--- config.mk ---
export PLATFORM = sky130hd
export DESIGN_NAME = vga_screen_mux
export DESIGN_NICKNAME = d
export VERILOG_FILES = /design/src/rtl/vga_screen_mux.sv
export SDC_FILE = /design/constraint.sdc
export NUM_CORES = 1
export LEC_CHECK = 0
export CAP_MARGIN = 20
export CORE_ASPECT_RATIO = 1.2
export CORE_MARGIN = 2
export CORE_UTILIZATION = 37
export DETAILED_ROUTE_END_ITERATION = 12
export PLACE_DENSITY_LB_ADDON = 0.2
export SYNTH_ARGS = -nofsm -noshare
export SYNTH_HDL_FRONTEND = slang
export SYNTH_SLANG_ARGS = --single-unit
--- constraint.sdc ---
create_clock -name Clk_40mhz -period 1.9 [get_ports Clk_40mhz]
set_input_delay 0.38 -clock Clk_40mhz [delete_from_list [all_inputs] [get_ports Clk_40mhz]]
set_output_delay 0.38 -clock Clk_40mhz [all_outputs]
set_load 0.01 [all_outputs]
--- src/rtl/vga_screen_mux.sv ---
// vga_screen_mux: frame-synchronous selector between the game and end-screen VGA sources,
// inserting black frames on game-over and pulsing a game restart on return to play.
`timescale 1ns/1ps
module vga_screen_mux #(
  parameter int BLANK_FRAMES = 2
) (
  input  logic       Clk_40mhz,
  input  logic       RST,
  input  logic       game_over,
  input  logic       restart,
  input  logic       game_Hsync_sig,
  input  logic       game_Vsync_sig,
  input  logic [4:0] game_Vga_red,
  input  logic [5:0] game_Vga_green,
  input  logic [4:0] game_Vga_blue,
  input  logic       end_Hsync_sig,
  input  logic       end_Vsync_sig,
  input  logic [4:0] end_Vga_red,
  input  logic [5:0] end_Vga_green,
  input  logic [4:0] end_Vga_blue,
  output logic       Hsync_sig,
  output logic       Vsync_sig,
  output logic [4:0] Vga_red,
  output logic [5:0] Vga_green,
  output logic [4:0] Vga_blue,
  output logic       end_active,
  output logic       game_reset
);
  typedef enum logic [2:0] {S_GAME, S_TO_END, S_BLANK, S_END, S_TO_GAME} state_t;
  localparam logic [3:0] LAST = (BLANK_FRAMES == 0) ? 4'd0 : 4'(BLANK_FRAMES - 1);
  state_t r_state, w_next;
  logic [3:0] r_blank_cnt, w_blank_cnt;
  logic r_g_vs, r_e_vs, w_g_vs_fall, w_e_vs_fall, w_pulse, w_sel_end, w_black;
  assign w_g_vs_fall = r_g_vs & ~game_Vsync_sig;
  assign w_e_vs_fall = r_e_vs & ~end_Vsync_sig;
  assign w_sel_end = (r_state == S_BLANK) || (r_state == S_END) || (r_state == S_TO_GAME);
  assign w_black = r_state == S_BLANK;
  assign end_active = r_state == S_END;
  always_comb begin
    w_next = r_state;
    w_blank_cnt = r_blank_cnt;
    w_pulse = 1'b0;
    case (r_state)
      S_GAME: if (game_over) w_next = S_TO_END;
      S_TO_END: if (w_g_vs_fall) begin
        w_next = (BLANK_FRAMES == 0) ? S_END : S_BLANK;
        w_blank_cnt = 4'd0;
      end
      S_BLANK: if (w_e_vs_fall) begin
        if (r_blank_cnt == LAST) w_next = S_END;
        w_blank_cnt = (r_blank_cnt == 4'hF) ? r_blank_cnt : r_blank_cnt + 4'd1;
      end
      S_END: if (restart) w_next = S_TO_GAME;
      S_TO_GAME: if (w_e_vs_fall) begin
        w_next = S_GAME;
        w_pulse = 1'b1;
      end
      default: w_next = S_GAME;
    endcase
  end
  always_ff @(posedge Clk_40mhz or posedge RST) begin
    if (RST) begin
      r_state <= S_GAME;
      r_blank_cnt <= 4'd0;
      r_g_vs <= 1'b1;
      r_e_vs <= 1'b1;
      game_reset <= 1'b0;
      Hsync_sig <= 1'b1;
      Vsync_sig <= 1'b1;
      Vga_red <= 5'd0;
      Vga_green <= 6'd0;
      Vga_blue <= 5'd0;
    end else begin
      r_state <= w_next;
      r_blank_cnt <= w_blank_cnt;
      r_g_vs <= game_Vsync_sig;
      r_e_vs <= end_Vsync_sig;
      game_reset <= w_pulse;
      Hsync_sig <= w_sel_end ? end_Hsync_sig : game_Hsync_sig;
      Vsync_sig <= w_sel_end ? end_Vsync_sig : game_Vsync_sig;
      Vga_red <= w_black ? 5'd0 : w_sel_end ? end_Vga_red : game_Vga_red;
      Vga_green <= w_black ? 6'd0 : w_sel_end ? end_Vga_green : game_Vga_green;
      Vga_blue <= w_black ? 5'd0 : w_sel_end ? end_Vga_blue : game_Vga_blue;
    end
  end
endmodule

Word level (Yosys, flattened, before mapping) --
Index checks and enable logic that the tools add are counted.
Storage, ports and cells: memory bits (writable) 0, bits in read-only memories 0, latch bits 0, output and inout bits 20, logic and storage cells 55, flip-flop bits (word level) 28, bits of input ports 40, memories kept 0
Operators by class: multipliers 0, shifts and indexed selects 0, order comparisons 0, divide/modulo/power cells 0, eq/ne operators 13, reductions and logical operators 6, $add $sub $neg 1, multiplexer cells 21, bitwise operators 4
Operator list (number):
- $mux W5 | 4
- $mux W3 | 6
- $pmux W3 S5 | 1
- $mux W4 | 3
- $mux W6 | 2
- $ne A2 B2 Y1 const B | 6
- $pmux W4 S2 | 1
- $eq A3 B2 Y1 const B | 2
- $reduce_and A6 Y1 | 1
- $add A4 B1 Y4 const B | 1
- $eq A4 B1 Y1 const B | 1
- $eq A4 B4 Y1 const B | 1
- $mux W1 | 4
- $reduce_and A4 Y1 | 1
- $eq A3 B1 Y1 const B | 1
- $eq A3 B3 Y1 const B | 1
- $logic_not A3 Y1 | 1
- $and A1 B1 Y1 | 2
- $logic_or A1 B1 Y1 | 2
- $ne A2 B1 Y1 const B | 1
- $not A1 Y1 | 2
- $reduce_bool A2 Y1 | 1

Longest topological paths before layout --
Gate-level depths: netlist of run 1.
word-level depth 5, depth in mapped cells 6, gate-level depth less buffers 5

Worst setup path after synthesis of run 1 --
Ideal clock, no wire load.
kind register -> register, from register r_state[2], to register r_blank_cnt[3], period minus slack after synthesis 1.496 ns, stages on the path, launching flop included 5, buffers on the path 1, setup time 0.069 ns, required time 1.831 ns, slack 0.404 ns, arrival 1.427 ns, path through dfrtp_1 buf_4 or3b_1 or4_1 nand3_1
On the way: word-level cells in the longest chain between the ends 3, elaborated cells on any way between the ends 8, those cells by class 5 x eq/ne; 1 x mux; 2 x reduce/logical
RTL lines:
- start, declared | line 31 | state_t r_state, w_next;
- start signal, assigned | line 74 | r_state <= w_next;
- $eq A3 B2 Y1 or $eq A3 B1 Y1 (tied branches) | line 43 | case (r_state)
- $ne A2 B2 Y1 (no line) or $reduce_bool A2 Y1 (tied branches)
- $reduce_and A4 Y1 (no line)
- end signal, assigned | line 75 | r_blank_cnt <= w_blank_cnt;
- end, declared | line 32 | logic [3:0] r_blank_cnt, w_blank_cnt;
Several ways; a longest one is shown, not always the timed one. A chain may end at the register's enable or synchronous reset.

Worst setup path after layout of run 1 --
from register Vsync_sig, to output port Vsync_sig
RTL lines:
- start, declared | line 22 | output logic Vsync_sig,
- start signal, assigned | line 80 | Vsync_sig <= w_sel_end ? end_Vsync_sig : game_Vsync_sig;
No word-level cell between the ends.

==> reports/qor.yml, run 1 <==
yosys:
  synthTopCellsByArea: "dfrtp_1 48%, nand2_1 11%, dfstp_2 8.4%"
  synthesis.nets: 172
  synth_top_family_by_area: "simple AND/OR/NAND/NOR gates"
  synth.ff_latch_count: 28
  synth_async_sr_flop_share_pct: 100.0
  syn_inst: 130
  yosysTopAreaCellShare_pct: 48.24
  ys.flop_type: "dfrtp_1"
  synth-compound-area-share_pct: 13.77
  syn_area_sq_mm: 0.001245
  ys_types: 30
  ys_warn_count: 0
  synth.area.mux_share_pct: 1.809
  synth_xor_area_share_pct: 0
  synth_fa_ha_area_share_pct: 2.010
  synth_top_area_cell: "dfrtp_1"
  synth-simple-area-share_pct: 21.41
  syn_avg_cell_area_sq_um: 9.576
  yosysSeqAreaShare_pct: 56.68
  synth_edf_count: 0
detailed_routing:
  drt_first_pass_iters: 4
  vias: 1144
  vias_per_cell: 4.996
  ant_nets: 0
  wl_per_cell_um: 12.53
  drc: 0
  drt_iter0_markers: 21
  totalWireLength_mm: 2.869
final_layout:
  seqCellArea_sq_um: 705.7
  insertedDiodeCount: 0
  area_growth_syn_to_layout_pct: 55.98
  fill_cells: 295
  nets: 235
  final_common_cell: "clkdlybuf4s50_1"
  final_cells: 229
  layout_common_cells: "58 x clkdlybuf4s50_1, 36 x nand2_1, 24 x dfrtp_1"
  drive_gt1_share_pct: 9.375
  multiInputGateArea_sq_um: 489.2
pwr:
  power.static_leakage_nw: 0.8796
  vdd_drop_max_uv: 800.6
  powerDensity_mw_per_mm2: 1246
timing:
  setup_violations: 0
  tightestPinTransition_ps: 448.3
  rsz0062_at_grt: "no"
  slew_violations: 0
  finClkSkew_ps: 6.183
  whs_ps: 455.2
  min_period_ps: 1708
  layout_worst_path_cycle_share_pct: 89.88
  slew_headroom_pct: 69.72
  max_clock_freq_ghz: 0.5855
  final_hold_viol_count: 0
placement:
  gp_congestion: 0.7730
  place_inst: 225
  dp_hpwl_mm: 2.226
  portBuffers: 59
cts:
  cts_sinks: 28
  cts.clk_slew.worst_paths_ps: 90
  cts_tree: "yes"
  htree_levels: 1
  post_cts_resized: 1
  ctsRootBufferMaster: "clkbuf_8"
  holdBufCountCts: 0
  clockBufferDepth: 2
  numCtsBuffers: 3
  post_cts_buffers: 0
  clk_latency_ps: 270
floorplan:
  die_w_um: 56.95
  start_util_pct: 37.95
  io_pins: 60
  num_rows: 23
  core-area_sq_mm: 0.003281
  dieArea_sq_mm: 0.003846
  dieHeight_um: 67.54
global_routing:
  grt_pass1_wl_mm: 4.809
  overflow: 0
  grt_max_degree: 35
  grt_usage_pct: 16.59
  antenna_found_initial: 0
  grt_pass1_vias: 1134
critical_path:
  arrival_ps: 1330
  path_cells: "clkdlybuf4s50_1"
  crit_type: "reg2out"
  path_buf_inv: 1
  cpMaxStageDelayCell: "dfstp_2"
  crit_path_start_kind: "flop"
  critPathRequiredTime_ps: 1520
  max_stage_delay_ps: 530
  cp_top_family: "flip-flops"
  crit_path_end_kind: "output port"
  crit_fanout: 1
status:
  status: "complete, no violations"
min_path:
  min_path_type: "in2async"
run:
  cap_violations: 0
worst reg2reg max path, cell delays in order (launching register included):
cell     delay, ps
dfrtp_1        380
buf_4          170
or3b_1         370
or4_1          520
nand3_1        110
sequential cells by signal (all words and copies together), names as in the netlist:
signal	flops
Vga_red	5
r_g_vs	1
r_state	3
Vga_green	6
r_blank_cnt	4
Vsync_sig	1
Hsync_sig	1
Vga_blue	5
game_reset	1
r_e_vs	1
path summary, 6_finish.rpt:
path                                       startpoint  cells past startpoint  slack, ps                          to
max                               Vsync_sig$_DFF_PP1_                      1        190                   Vsync_sig
min                                               RST                      3        460       Vga_blue[3]$_DFF_PP0_
max reg2reg                    r_state[2]$_DFFE_PP0P_                      4        270  r_blank_cnt[3]$_DFFE_PP0P_
min reg2reg                r_blank_cnt[0]$_DFFE_PP0P_                      1        560  r_blank_cnt[0]$_DFFE_PP0P_
max in group asynchronous                         RST                      3       1150            r_e_vs$_DFF_PP1_
min in group Clk_40mhz     r_blank_cnt[0]$_DFFE_PP0P_                      1        560  r_blank_cnt[0]$_DFFE_PP0P_
synth_stat cells, drive strengths merged, types with 2 or more instances:
master and n:
mux2 2, a21oi 2, nand2b 2, o21ai 20, inv 3, nor3b 2, dfrtp 24, nor2 7
ha 2, nand2 36, buf 6, nand3 6, dfstp 4
kinds of logic after synthesis:
group	Yosys count
adders and majority gates	2
DFF	28
AOI/OAI and AO/OA	29
buffers and inverters	10
and+or+nand+nor	59
muxes	2
final cells by class:
class / count / area share, %
clock buffer: 4 / 2.835
sequential: 28 / 36.34
multi-input combinational: 92 / 25.19
timing repair buffer: 65 / 32.67
tap: 37 / 2.384
inverter: 3 / 0.5799
where the power goes:
| group | internal, mW | switching [mW] |
|---|---|---|
| sequential | 0.821 | 0.0908 |
| clock | 0.185 | 0.177 |
| combinational | 0.581 | 0.564 |
per-stage QoR:
step                setup slack, ps  TNS (ps)  utilization [%]  power, mW  cell area [sq um]
CTS                           178.2         0            59.19      2.449               1942
global route                  63.49         0            59.19      2.617               1942
global placement              41.06         0            57.55      2.053               1888
finish                        192.2         0            59.19      2.420               1942
floorplan                     404.4         0                -      1.527               1245
detailed placement           -19.76    -21.97            57.55      2.088               1888
routing by layer:
metal	GRT usage, %	wire [um]
met1	17.90	1058
met2	26.87	1373
met3	6.322	315
met4	11.63	121
met5	0	0
No activity file was read; power rests on OpenSTA's default activity.
==> run 2: changes to the inputs <==
- SETUP_SLACK_MARGIN: default -> 0.15
==> run 2 against run 1 <==
Design area increased by 0.64%. Total power increased by 0.23%. Highest routed layer unchanged. Sequential power about the same.
==> reports/qor.yml, run 2 (synthesis results as in run 1) <==
critical_path:
  cp_top_family: "flip-flops"
  crit_type: "reg2out"
  path_buf_inv: 1  # unchanged
  cpMaxStageDelayCell: "dfstp_2"
  arrival_ps: 1310  # -20 ps
  crit_path_start_kind: "flop"
  startpoint: "Hsync_sig$_DFF_PP1_"
  rrSetupSlack_ps: 280  # about the same
  crit_path_end_kind: "output port"
  path_cells: "clkdlybuf4s50_1"
  rr_startpoint: "r_state[2]$_DFFE_PP0P_"
  critPathRequiredTime_ps: 1520  # about the same
  crit_fanout: 1  # unchanged
  max_stage_delay_ps: 520  # about the same
final_layout:
  area_growth_syn_to_layout_pct: 56.98
  regMostFlops: "Vga_green"
  insertedDiodeCount: 0  # unchanged
  drive_gt1_share_pct: 10.42  # +1.0 points
  largest_reg_flops: 6  # unchanged
  reg_top3: "Vga_green (6), Vga_blue (5), Vga_red (5)"
  layout_common_cells: "57 x clkdlybuf4s50_1, 36 x nand2_1, 24 x dfrtp_1"
  fin_area_sq_mm: 0.001954  # +0.64%
  nets: 235  # unchanged
  final_common_cell: "clkdlybuf4s50_1"
global_routing:
  antenna_found_initial: 0  # unchanged
  grt_max_degree: 35  # unchanged
  grt_usage_pct: 16.59  # unchanged
  grt_pass1_wl_mm: 4.809  # unchanged
  grt_pass1_vias: 1134  # unchanged
  overflow: 0  # unchanged
detailed_routing:
  ant_nets: 0  # unchanged
  top_layer: "met4"
  wl_met1_mm: 1.084  # +2.5%
  drt_first_pass_iters: 4  # unchanged
  drc: 0  # unchanged
  wl_per_cell_um: 12.62  # +0.70%
  dr_wl_met3_um: 308  # -2.2%
  vias: 1137  # -0.61%
  routed-wl-met2_mm: 1.375  # +0.15%
  vias_per_cell: 4.965  # -0.61%
  drt_iter0_markers: 23  # +9.5%
  totalWireLength_mm: 2.889  # +0.70%
timing:
  whs_ps: 457.3  # +2.059 ps
  tns_ps: 0  # unchanged
  slew_violations: 0  # unchanged
  setup_violations: 0  # unchanged
  rsz0062_at_grt: "no"
  slew_headroom_pct: 76.85  # +7.1 points
  final_hold_viol_count: 0  # unchanged
  layout_worst_path_cycle_share_pct: 89.18  # -0.71 points
  max_clock_freq_ghz: 0.5902  # +0.80%
  finClkSkew_ps: 5.416  # -0.7665 ps
  finalWorstSetupSlack_ps: 205.7  # +13.47 ps
  min_period_ps: 1694  # -13.47 ps
  tightestPinTransition_ps: 347.2  # -101.0 ps
cts:
  post_cts_buffers: 0  # unchanged
  clk_latency_ps: 270  # about the same
  numCtsBuffers: 3  # unchanged
  cts.clk_slew.worst_paths_ps: 90  # about the same
  htree_levels: 1  # unchanged
  holdBufCountCts: 0  # unchanged
  ctsRootBufferMaster: "clkbuf_8"
  cts_sinks: 28  # unchanged
  clockBufferDepth: 2  # unchanged
  cts_tree: "yes"
pwr:
  power.static_leakage_nw: 0.8901  # +1.2%
  powerDensity_mw_per_mm2: 1241  # -0.41%
  power.total_mw: 2.425  # +0.23%
  vdd_drop_max_uv: 810.8  # +1.3%
floorplan:
  io_pins: 60  # unchanged
  core-area_sq_mm: 0.003281  # unchanged
  num_rows: 23  # unchanged
  die_w_um: 56.95  # unchanged
  dieArea_sq_mm: 0.003846  # unchanged
  dieHeight_um: 67.54  # unchanged
  start_util_pct: 37.95  # unchanged
min_path:
  min_path_type: "in2async"
placement:
  post_dp_cell_area_sq_mm: 0.001888  # unchanged
  gp_congestion: 0.7730  # unchanged
  dp_hpwl_mm: 2.226  # unchanged
  portBuffers: 59  # unchanged
  pre_cts_ws_ps: -19.76  # unchanged
status:
  status: "complete, no violations"
run:
  cap_violations: 0  # unchanged
==> run 2: changes by cell type in the layout (fill, tap and decap cells not counted), sizes merged <==
| cell | change |
|---|---|
| dlymetal6s2s | +1 |
| clkdlybuf4s50 | -1 |
==> run 2: stage by stage <==
stage	utilization, %	cells
floorplan	-	130
global placement	57.55	225
detailed placement	57.55	225
CTS	59.19	229
global route	59.57	229
finish	59.57	229
==> run 2: area by class of cell <==
type / instances / area [sq um]
multi-input combinational: 92 / 499.2
tap: 37 / 46.29
timing repair buffer: 65 / 636.9
sequential: 28 / 705.7
fill: 292 / 1326
clock buffer: 4 / 55.05
inverter: 3 / 11.26
==> run 2: path summary, 6_finish.rpt <==
check / endpoint / depth (start not counted)
min in group Clk_40mhz: r_blank_cnt[0]$_DFFE_PP0P_ / 1
worst min-delay path: Vga_blue[3]$_DFF_PP0_ / 3
worst min register to register: r_blank_cnt[0]$_DFFE_PP0P_ / 1
worst max register to register: r_blank_cnt[3]$_DFFE_PP0P_ / 4
max in group asynchronous: r_e_vs$_DFF_PP1_ / 3
worst max-delay path: Hsync_sig / 1
==> run 2: worst reg2reg max path, delay by kind of cell (launching register included) <==
| kind | cells | cell delay (ps) |
|---|---|---|
| buffers and inverters | 1 | 170 |
| flip-flops | 1 | 380 |
| AND/OR/NAND/NOR | 3 | 1000 |
==> run 2: metal layers <==
layer  track usage, %  up-vias
met3            6.322       10
met5                0        -
li1                 -      560
met2            26.87       53
met1            17.90      514
met4            11.63        0
==> run 2: where the power goes <==
group          leakage [nW]  switching, mW  internal (mW)
Combinational         0.522          0.570          0.581
Clock                0.0288          0.177          0.185
Sequential            0.340         0.0907          0.821
Total                 0.890          0.838           1.59
==> run 2: repair_timing <==
| action | in CTS | in global routing |
|---|---|---|
| pin swaps | 0 | 0 |
| hold endpoints to repair | 0 | 0 |
| endpoints found under the setup margin | 1 | 5 |
| gates resized for setup | 1 | 3 |
